$ cat src/rtl/uart_frame_pkg.sv
// Shared constants for the UART frame decoder: sync marker, FSM encoding and error codes.
package uart_frame_pkg;

  localparam logic [7:0] SYNC_BYTE_DEFAULT = 8'hA5;

  typedef enum logic [1:0] {
    IDLE    = 2'd0,
    PAYLOAD = 2'd1,
    CHECK   = 2'd2
  } state_t;

  localparam logic [1:0] ERR_CSUM    = 2'b01;
  localparam logic [1:0] ERR_TIMEOUT = 2'b10;

endpackage

$ cat src/rtl/uart_frame_decoder_timeout.sv
// Inter-byte watchdog: counts idle cycles while a frame is open, flags expiry on the last count.
module frame_timeout #(
  parameter int TIMEOUT_CYC = 100000,
  parameter int TO_BIT      = 17
) (
  input  logic pclk,
  input  logic rst,
  input  logic run,
  input  logic kick,
  output logic expire
);

  localparam logic [TO_BIT-1:0] LAST = TO_BIT'(TIMEOUT_CYC - 1);

  logic [TO_BIT-1:0] cnt;

  // A byte in the final cycle suppresses expiry.
  assign expire = run && !kick && (cnt == LAST);

  always_ff @(posedge pclk) begin
    if (rst)
      cnt <= '0;
    else if (kick || !run || expire)
      cnt <= '0;
    else
      cnt <= cnt + 1'b1;
  end

endmodule

$ cat src/rtl/uart_frame_decoder.sv
// Assembles SYNC + payload + XOR checksum frames from the UART byte stream and
// publishes the last good payload with error flags and debug counters.
module uart_frame_decoder
  import uart_frame_pkg::*;
#(
  parameter int         PAYLOAD_BYTES = 4,
  parameter logic [7:0] SYNC_BYTE     = SYNC_BYTE_DEFAULT,
  parameter int         TIMEOUT_CYC   = 100000,
  parameter int         TO_BIT        = 17
) (
  input  logic                       pclk,
  input  logic                       rst,
  input  logic [7:0]                 rx_data,
  input  logic                       rx_valid,
  output logic [8*PAYLOAD_BYTES-1:0] frame_data,
  output logic                       frame_valid,
  output logic                       frame_err,
  output logic [1:0]                 err_code,
  output logic [7:0]                 good_cnt,
  output logic [7:0]                 err_cnt
);

  localparam int W = 8 * PAYLOAD_BYTES;

  state_t         state, state_nxt;
  logic [W-1:0]   shreg;
  logic [3:0]     idx;
  logic [7:0]     csum;
  logic           expire;
  logic           take_good, take_bad, take_to;

  frame_timeout #(
    .TIMEOUT_CYC (TIMEOUT_CYC),
    .TO_BIT      (TO_BIT)
  ) u_timeout (
    .pclk   (pclk),
    .rst    (rst),
    .run    (state != IDLE),
    .kick   (rx_valid),
    .expire (expire)
  );

  always_ff @(posedge pclk) begin
    if (rst) state <= IDLE;
    else     state <= state_nxt;
  end

  always_comb begin
    state_nxt = state;
    take_good = 1'b0;
    take_bad  = 1'b0;
    take_to   = 1'b0;
    case (state)
      IDLE:
        if (rx_valid && rx_data == SYNC_BYTE) state_nxt = PAYLOAD;
      PAYLOAD:
        if (rx_valid) begin
          if (idx == 4'(PAYLOAD_BYTES - 1)) state_nxt = CHECK;
        end else if (expire) begin
          take_to   = 1'b1;
          state_nxt = IDLE;
        end
      CHECK:
        if (rx_valid) begin
          take_good = (rx_data == csum);
          take_bad  = (rx_data != csum);
          state_nxt = IDLE;
        end else if (expire) begin
          take_to   = 1'b1;
          state_nxt = IDLE;
        end
      default: state_nxt = IDLE;
    endcase
  end

  always_ff @(posedge pclk) begin
    if (rst) begin
      shreg       <= '0;
      idx         <= '0;
      csum        <= '0;
      frame_data  <= '0;
      frame_valid <= 1'b0;
      frame_err   <= 1'b0;
      err_code    <= 2'b00;
      good_cnt    <= '0;
      err_cnt     <= '0;
    end else begin
      frame_valid <= take_good;
      frame_err   <= take_bad | take_to;

      if (state == IDLE && rx_valid && rx_data == SYNC_BYTE) begin
        idx  <= '0;
        csum <= '0;
      end
      if (state == PAYLOAD && rx_valid) begin
        shreg <= (shreg << 8) | W'(rx_data);
        csum  <= csum ^ rx_data;
        idx   <= idx + 1'b1;
      end

      if (take_good) begin
        frame_data <= shreg;
        good_cnt   <= good_cnt + 1'b1;
      end
      if (take_bad || take_to) begin
        err_code <= take_bad ? ERR_CSUM : ERR_TIMEOUT;
        if (err_cnt != 8'hFF) err_cnt <= err_cnt + 1'b1;
      end
    end
  end

endmodule

$ cat config.mk
export PLATFORM = sky130hd
export DESIGN_NAME = uart_frame_decoder
export DESIGN_NICKNAME = d
export VERILOG_FILES = /design/src/rtl/uart_frame_pkg.sv /design/src/rtl/uart_frame_decoder_timeout.sv /design/src/rtl/uart_frame_decoder.sv
export SDC_FILE = /design/constraint.sdc
export NUM_CORES = 1
export LEC_CHECK = 0
export BUFFER_PORTS_ARGS = -buffer_cell sky130_fd_sc_hd__buf_2
export CAP_MARGIN = 15
export CORE_MARGIN = 2
export CORE_UTILIZATION = 25
export DETAILED_ROUTE_END_ITERATION = 6
export SLEW_MARGIN = 20
export SYNTH_ARGS = -nofsm -noshare
export SYNTH_HDL_FRONTEND = slang
export SYNTH_SLANG_ARGS = --single-unit
export TNS_END_PERCENT = 10
$ cat constraint.sdc
create_clock -name pclk -period 2.8 [get_ports pclk]
set_input_delay 0.28 -clock pclk [delete_from_list [all_inputs] [get_ports pclk]]
set_output_delay 0.28 -clock pclk [all_outputs]
set_load 0.05 [all_outputs]
==> flow_summary.yaml, run 1 <==
clock_network:
  cts_sinks: 115
  cts_resized: 0
  clockBufferDepth: 2
  cts_buffers: 17
  cts_root_buffer: "clkbuf_16"
  clock_latency_ps: 410
  clk_pin_slew_ps: 60
  h-tree-depth: 4
  cts_tree: "built"
  post_cts.repair.setup_buffers: 0
  postCtsHoldBufs: 0
sta:
  setup_tns_ps: 0
  max_slew_margin_pct: 37.9
  setup_violations: 0
  worstMarginPinSlew_ps: 932
  finalHoldViolations: 0
  holdWs_ps: 152
  skew_ps: 10.7
  slew_viol_final: 0
  fin_crit_sh_pct: 78.9
  fmax_mhz: 452
  period_minus_slack_ps: 2210
  rsz0062_at_grt: "false"
route:
  first_pass_iters: 5
  via_count: 3864
  drcViolationCount: 0
  avgRoutedWirePerCell_um: 12.7
  drtAntennaViolNets: 0
  detail_route.iter0.violations: 243
  totalWireLength_mm: 11.1
  viasPerCell: 4.41
synth:
  yosysMostFrequentCell: "dfxtp_1"
  yosys-top-cells-area: "dfxtp_1 (48%), nand2_1 (7.1%), mux2i_1 (6.9%)"
  synth_seq_cells: 115
  ys_seq_area_share_pct: 47.8
  synth_top_cell_by_area: "dfxtp_1"
  synth_cell_type_count: 53
  synth_area_um2: 4820
  synthTopCellsByCount: "dfxtp_1 (115), nand2_1 (91), nor2_1 (78), a21oi_1 (53), mux2i_1 (33)"
  syn_inst: 548
  async_flop_share_pct: 0
  synth_edf_count: 0
  synth_top_area_share_pct: 47.8
  synth_fp_nets: 567
  synthFlopType: "dfxtp_1"
  syn_avg_cell_area_um2: 8.79
  yosysWarnings: 0
place:
  port_buffers: 62
  dp.cells: 844
  dp_hpwl_mm: 7.38
  globalplace.congestion: 0.785
finish:
  drive_above_1_share_pct: 18.3
  syn_to_final_growth_pct: 25.3
  nets: 622
  instances_no_fill: 876
  diodes: 0
floorplan:
  core-area_um2: 18800
  start_util_pct: 25.6
  rows: 50
  die_area_um2: 20400
  io_pins: 63
  die_w_um: 143
  die_h_um: 143
setup_path:
  slowest_delay_ps: 480
  path_class: "flip-flop to flip-flop"
  cp_cell_sequence: "ha_1, and4_1, nand4_2, or2_1, a2111oi_0, o221a_1"
  start_kind: "flip-flop"
  cp_slowest_cell: "a2111oi_0"
  cp-end-kind: "flip-flop"
  required_ps: 3150
  cp_max_fo: 11
  crit_arrival_ps: 2560
pwr:
  powerDensity_nw_per_um2: 681
  p_leak_nw: 2.52
  peakVddDrop_v: 0.000496
global_routing:
  grt_use_total_pct: 11.4
  grt_overflow: 0
  antenna_found_initial: 0
  grt_pass1_vias: 3552
  grt_pass1_wl_mm: 18.3
  grt_max_degree: 86
outcome:
  outcome: "finished, final reports clean"
min_path:
  min_path_type: "primary input to flip-flop"
run:
  max_cap_violations: 0
routing by layer:
| layer | wire length (um) | GRT usage (%) |
|---|---|---|
| met5 | 0 | 0 |
| met4 | 227 | 5.42 |
| met3 | 444 | 3.32 |
| met2 | 4940 | 17.0 |
| met1 | 5520 | 15.3 |
power by group:
part	internal [mW]	total [mW]	leakage, nW	switching, mW
clock	1.65	2.41	0.316	0.758
combinational	0.0153	0.0624	1.28	0.0471
sequential	1.64	1.64	0.926	0.000201
total	3.31	4.11	2.52	0.806
final timing paths:
check	cells past startpoint	slack (ps)	start	end
setup / recovery	6	590	u_timeout.cnt[0]	err_cnt[7]
hold / removal	3	150	rx_data[1]	shreg[1]
setup reg to reg	6	590	u_timeout.cnt[0]	err_cnt[7]
hold reg to reg	2	440	err_code[1]	err_code[1]
flip-flops by register name (all words and copies together), names as in the netlist:
register       cells
frame_err          1
err_code           2
err_cnt            8
good_cnt           8
state              2
frame_valid        1
u_timeout.cnt     17
csum               8
shreg             32
frame_data        32
idx                4
area by class of cell:
class	count	area [um^2]
Clock buffer	21	470
Multi-Input combinational cell	397	2350
Sequential cell	115	2300
Fill cell	1979	12800
Timing Repair Buffer	66	368
Tap cell	260	325
Clock inverter	11	199
Inverter	6	22.5
stage by stage:
step           power (mW)  setup WS [ps]  util (%)  instance area [um^2]
2_1_floorplan        1.71            676         -                  4820
3_3_place_gp         1.73            630      28.5                  5370
3_5_place_dp         1.74            597      28.5                  5370
4_1_cts              4.16            595      32.1                  6040
5_1_grt              4.23            368      32.1                  6040
6_report             4.11            590      32.1                  6040
placed cells by master (no fill, tap or decap), types with 4 or more instances in the layout:
cell type | netlist | routed
nand2_1 | 91 | 91
o21ai_0 | 13 | 13
nand3_1 | 8 | 7
dfxtp_1 | 115 | 115
inv_1 | 6 | 6
nor2b_1 | 9 | 9
buf_2 | 5 | 61
and3_1 | 6 | 6
mux2i_1 | 33 | 33
a21oi_1 | 53 | 53
and4_1 | 4 | 4
nand4_1 | 6 | 6
clkbuf_16 | 0 | 17
a211oi_1 | 4 | 4
bufinv_16 | 0 | 5
xor2_1 | 18 | 18
mux2_1 | 6 | 6
nor3_1 | 13 | 13
ha_1 | 8 | 8
nor2_1 | 78 | 78
xnor2_1 | 6 | 6
worst max-delay path: cells and delay by family, from the launching register on:
kind                       cells  cell delay, ps
and+or+nand+nor                3             860
AOI/OAI and AO/OA              2             720
DFF                            1             350
adders and majority gates      1             230
logic make-up (layout without fill, tap and decap cells):
group                      Yosys count  after routing  share of synthesized area, %
muxes                               40             40                          8.49
AOI/OAI and AO/OA                   88             88                          10.8
DFF                                115            115                          47.8
buffers and inverters               36            104                          3.56
adders and majority gates            8              8                          2.08
xor gates and xnor gates            24             24                          4.36
and+or+nand+nor                    237            237                          23.0
No activity file was read; power rests on OpenSTA's default activity.
==> inputs of run 2 (changes only) <==
--- a/config.mk
+++ b/config.mk
@@ -5,6 +5,7 @@
 export SDC_FILE = /design/constraint.sdc
 export NUM_CORES = 1
 export LEC_CHECK = 0
+export ABC_AREA = 1
 export BUFFER_PORTS_ARGS = -buffer_cell sky130_fd_sc_hd__buf_2
 export CAP_MARGIN = 15
 export CORE_MARGIN = 2
==> constraint.sdc (replaced) <==
create_clock -name pclk -period 2.1 [get_ports pclk]
set_input_delay 0.21 -clock pclk [delete_from_list [all_inputs] [get_ports pclk]]
set_output_delay 0.21 -clock pclk [all_outputs]
set_load 0.05 [all_outputs]
==> run 2 against run 1 <==
Critical path depth up 2. Total power increased by 34%. Register-to-register slack worse by 270 ps. Cell count up 12%. Clock-buffer cell count is 3 lower. Combinational power up 48%. Wire length increased by 3.5%. Via count grew 7.2%. Design area is 0.54% higher. Non-clock buffer count grew 4. Area after synthesis rose by 0.52%. Sequential power up 34%. Critical path type unchanged. Largest cell class is now registers. Highest routed layer is now met5.
==> flow_summary.yaml, run 2 <==
clock_network:
  cts_buffers: 17
  cts_tree: "built"
  postCtsHoldBufs: 0
  cts_resized: 0
  cts_sinks: 115
  post_cts.repair.setup_buffers: 0
  clockBufferDepth: 2
  cts_root_buffer: "clkbuf_16"
  h-tree-depth: 4
  clk_pin_slew_ps: 60
  clock_latency_ps: 420
route:
  viasPerCell: 4.24
  totalWireLength_mm: 11.5
  detail_route.iter0.violations: 260
  via_count: 4142
  drcViolationCount: 0
  first_pass_iters: 4
  avgRoutedWirePerCell_um: 11.8
  drtAntennaViolNets: 0
setup_path:
  start_kind: "flip-flop"
  path_class: "flip-flop to flip-flop"
  crit_top_cell: "nand2_1"
  required_ps: 2380
  crit_family: "simple AND/OR/NAND/NOR gates"
  slowest_delay_ps: 370
  cp_slowest_cell: "dfxtp_1"
  cp_cell_sequence: "inv_1, ha_1, nor2_1, nand4_4, nand2_2, nand2_1, nand2_1, a21oi_1"
  path_buf_inv: 1
  cp_max_fo: 11
  cp-end-kind: "flip-flop"
  crit_arrival_ps: 2060
pwr:
  powerDensity_nw_per_um2: 906
  total_power_mw: 5.50
  peakVddDrop_v: 0.000537
  p_leak_nw: 2.67
finish:
  regArea_um2: 2300
  postLayoutCellArea_um2: 6070
  nets: 724
  diodes: 0
  layout_common_cells: "nor2_1 (146), dfxtp_1 (115), nand2_1 (87), o21ai_0 (73), buf_2 (62)"
  syn_to_final_growth_pct: 25.3
  nFillCells: 1995
  multi_input_area_um2: 2190
  drive_above_1_share_pct: 18.0
  biggestRegsByFlops: "frame_data: 32 flops, shreg: 32 flops, u_timeout.cnt: 17 flops"
  final_common_cell: "nor2_1"
floorplan:
  rows: 50
  core-area_um2: 18800
  die_w_um: 143
  start_util_pct: 25.7
  die_area_um2: 20500
  die_h_um: 143
  io_pins: 63
sta:
  max_slew_margin_pct: 73.3
  slew_viol_final: 0
  finalHoldViolations: 0
  holdWs_ps: 69.7
  skew_ps: 13.8
  worstMarginPinSlew_ps: 397
  setup_tns_ps: 0
  setup_violations: 0
  rsz0062_at_grt: "false"
  fin_crit_sh_pct: 84.7
  fmax_mhz: 562
  period_minus_slack_ps: 1780
synth:
  synthFlopType: "dfxtp_1"
  ys_seq_area_share_pct: 47.5
  synth_cell_type_count: 33
  synth_fp_nets: 665
  yosysMostFrequentCell: "nor2_1"
  synth_edf_count: 0
  yosysWarnings: 0
  synthTopCellsByCount: "nor2_1 (146), dfxtp_1 (115), nand2_1 (87), o21ai_0 (73)"
  async_flop_share_pct: 0
  syn_inst: 646
  syn_avg_cell_area_um2: 7.50
  synth_top_area_share_pct: 47.5
  synth_area_um2: 4840
  yosys-top-cells-area: "dfxtp_1 (48%), nor2_1 (11%), o21ai_0 (7.5%)"
  synth_seq_cells: 115
  synth_top_cell_by_area: "dfxtp_1"
place:
  globalplace.congestion: 0.763
  dp_hpwl_mm: 7.80
  place_area_um2: 5410
  port_buffers: 62
min_path:
  min_path_type: "primary input to flip-flop"
global_routing:
  grt_pass1_wl_mm: 18.9
  grt_max_degree: 58
  antenna_found_initial: 2
  grt_pass1_vias: 3839
  grt_use_total_pct: 11.8
  grt_overflow: 0
run:
  max_cap_violations: 0
outcome:
  outcome: "finished, final reports clean"
==> run 2: cell types whose count changed after synthesis, sizes merged, moves of 7 or more <==
cell   delta
mux2      -7
xor2      -7
mux2i    -33
nor2b     -9
o21ai    +60
nor2     +74
inv      +45
nand3    +25
a21oi     -8
==> run 2: path summary, 6_finish.rpt <==
check | start | end | slack, ps | cells past startpoint
worst min register to register | u_timeout.cnt[0] | u_timeout.cnt[0] | 450 | 1
worst max register to register | state[0] | err_cnt[1] | 320 | 8
worst min-delay path | rx_data[5] | shreg[5] | 70 | 3
worst max-delay path | state[0] | err_cnt[1] | 320 | 8
==> run 2: cells by family after synthesis <==
kind of cell / after synthesis / synth area share, %
flip-flops: 115 / 47.5
XOR/XNOR: 17 / 3.07
buffers and inverters: 82 / 7.31
AND/OR/NAND/NOR: 302 / 27.3
adder cells (fa/ha/maj): 8 / 2.07
AO/OA/AOI/OAI: 122 / 12.7
==> run 2: metrics by stage <==
step | cells | worst slack (ps) | utilization [%]
6_report | 978 | 321 | 32.2
3_3_place_gp | 946 | 412 | 28.7
2_1_floorplan | 646 | 227 | -
5_1_grt | 978 | 113 | 32.2
4_1_cts | 978 | 316 | 32.2
3_5_place_dp | 946 | 344 | 28.7
==> run 2: per-layer routing <==
layer / share of wire, % / global-route usage (%) / vias to the layer above
met3: 6.7 / 4.93 / 19
li1: - / - / 2200
met2: 42 / 17.5 / 83
met4: 2.3 / 5.89 / 4
met5: 0.21 / 0 / -
met1: 49 / 14.8 / 1836
==> run 2: worst reg2reg max path: stages, from the launching register on <==
cell and delay, ps:
dfxtp_1 370, inv_1 90, ha_1 240, nor2_1 270
nand4_4 150, nand2_2 190, nand2_1 170, nand2_1 90
a21oi_1 60
==> run 2: power by group <==
group,total [mW],switching [mW],internal [mW]
combinational,0.0924,0.0641,0.0283
clock,3.22,1.07,2.15
sequential,2.19,0.00107,2.18
==> run 2: final cells by class <==
class | count | share of cell area, %
clock buffer | 18 | 7.24
clock inverter | 14 | 3.71
inverter | 52 | 3.22
multi-input combinational | 449 | 36.0
sequential | 115 | 37.9
tap | 260 | 5.36
timing repair buffer | 70 | 6.51
==> inputs of run 3 (changes only) <==
==> constraint.sdc (replaced) <==
create_clock -name pclk -period 1.5 [get_ports pclk]
set_input_delay 0.15 -clock pclk [delete_from_list [all_inputs] [get_ports pclk]]
set_output_delay 0.15 -clock pclk [all_outputs]
set_load 0.05 [all_outputs]
==> run 3 against run 2 <==
The run now ends with setup timing left. Maximum frequency is 16% higher. First-iteration DRC count is 16% lower. Non-clock buffer count is 49 higher. Core utilization is 3.7 points higher. Clock skew is 5.9 ps lower. Largest cell class is now multi-input gates.
==> flow_summary.yaml, run 3 (synthesized netlist as in run 2, its figures left out) <==
outcome:
  outcome: "finished with violations"
  violations: "setup timing"
route:
  detail_route.iter0.violations: 219
  via_count: 4369
  avgRoutedWirePerCell_um: 11.7
  first_pass_iters: 4
  viasPerCell: 4.25
  drcViolationCount: 0
  drtAntennaViolNets: 0
  totalWireLength_mm: 12.0
sta:
  skew_ps: 7.94
  finalHoldViolations: 0
  rsz0062_at_grt: "true"
  period_minus_slack_ps: 1540
  slew_viol_final: 0
  fmax_mhz: 651
  holdWs_ps: 29.4
  fin_crit_sh_pct: 102
  worst_slack_ps: -36.9
  worstMarginPinSlew_ps: 319
  setup_violations: 1
  setup_tns_ps: -36.9
  max_slew_margin_pct: 78.6
floorplan:
  start_util_pct: 25.7
  rows: 50
  die_w_um: 143
  die_h_um: 143
  die_area_um2: 20500
  core-area_um2: 18800
  io_pins: 63
pwr:
  total_power_mw: 7.58
  p_leak_nw: 2.98
  powerDensity_nw_per_um2: 1120
  peakVddDrop_v: 0.000641
setup_path:
  cp_max_fo: 3
  path_class: "flip-flop to flip-flop"
  crit_family: "simple AND/OR/NAND/NOR gates"
  required_ps: 1820
  path_buf_inv: 2
  start_kind: "flip-flop"
  slowest_delay_ps: 350
  crit_arrival_ps: 1850
  cp_cell_sequence: "ha_4, nand2_4, nor2_4, nand2_2, nor3_4, buf_4, nand3_1, xnor2_1, nand2_1, inv_1"
  cp_slowest_cell: "dfxtp_2"
  cp-end-kind: "flip-flop"
  reg2reg_slack_ps: -40
clock_network:
  clock_latency_ps: 420
  cts_buffers: 17
  cts_tree: "built"
  h-tree-depth: 4
  cts_root_buffer: "clkbuf_16"
  cts_sinks: 115
  clk_pin_slew_ps: 50
  clockBufferDepth: 2
global_routing:
  grt_pass1_wl_mm: 19.0
  met1_usage_pct: 14.6
  grt_overflow: 0
  antenna_found_initial: 3
  grt_use_met3_pct: 5.03
  grt_most_used_layer: "met2"
  grt_use_total_pct: 11.8
  grt_pass1_vias: 4063
  grt_max_degree: 73
  gr-usage-met2_pct: 17.7
min_path:
  min_path_type: "primary input to flip-flop"
finish:
  layout_common_cells: "nor2_1 (142), dfxtp_1 (92), nand2_1 (73), o21ai_0 (64), buf_2 (62)"
  drive_above_1_share_pct: 31.4
  final_common_cell: "nor2_1"
  syn_to_final_growth_pct: 39.6
  biggestRegsByFlops: "frame_data: 32 flops, shreg: 32 flops, u_timeout.cnt: 17 flops"
  postLayoutCellArea_um2: 6760
  nFillCells: 1929
  nets: 773
place:
  globalplace.congestion: 0.764
  place_area_um2: 5770
  port_buffers: 62
  dp_hpwl_mm: 7.87
run:
  max_cap_violations: 0
==> run 3: timing repair <==
item / 4_1_cts / 5_1_grt
resized for setup: 2 / 77
hold buffers: 1 / 0
gates cloned: 0 / 3
buffers inserted: 0 / 7
endpoints found under the hold margin: 1 / 0
endpoints found under the setup margin: 11 / 103
pin swaps: 0 / 28
==> run 3: worst paths after layout <==
| check | from | to | depth (start not counted) |
|---|---|---|---|
| worst max-delay path | u_timeout.cnt[1] | u_timeout.cnt[14] | 10 |
| worst max register to register | u_timeout.cnt[1] | u_timeout.cnt[14] | 10 |
| worst min-delay path | rx_data[1] | shreg[1] | 3 |
| worst min register to register | err_code[0] | err_code[0] | 2 |
==> run 3: per-stage QoR <==
stage	utilization (%)	setup WS (ps)	std cells
after CTS	34.2	-6.50	1017
after floorplan	-	-56.9	646
after detailed placement	30.6	-12.9	984
final	35.9	-36.9	1028
after global placement	30.6	-2.52	984
after global routing	35.9	-125	1027
==> run 3: power by group <==
part           internal, mW  switching [mW]  leakage [nW]
clock network          2.93            1.44         0.305
registers              3.05         0.00132         0.938
logic                0.0536           0.104          1.74
==> run 3: layout make-up <==
type	count	area, um^2	area share (%)
Sequential cell	115	2340	34.5
Clock inverter	11	174	2.57
Antenna cell	1	2.50	0.0370
Timing Repair Buffer	119	908	13.4
Clock buffer	21	472	6.98
Multi-Input combinational cell	449	2350	34.7
Inverter	52	195	2.89
Tap cell	260	325	4.81
==> run 3: worst reg2reg max path: stages, from the launching register on <==
cell	delay, ps
dfxtp_2	350
ha_4	150
nand2_4	70
nor2_4	100
nand2_2	90
nor3_4	240
buf_4	150
nand3_1	70
xnor2_1	130
nand2_1	60
inv_1	30
==> run 3: per-layer routing <==
| metal | up-vias | routed length (um) | part of all wire, % |
|---|---|---|---|
| li1 | 2313 | - | - |
| met1 | 1970 | 5700 | 47 |
| met2 | 60 | 5400 | 45 |
| met3 | 22 | 639 | 5.3 |
| met4 | 4 | 244 | 2.0 |
| met5 | - | 27 | 0.22 |
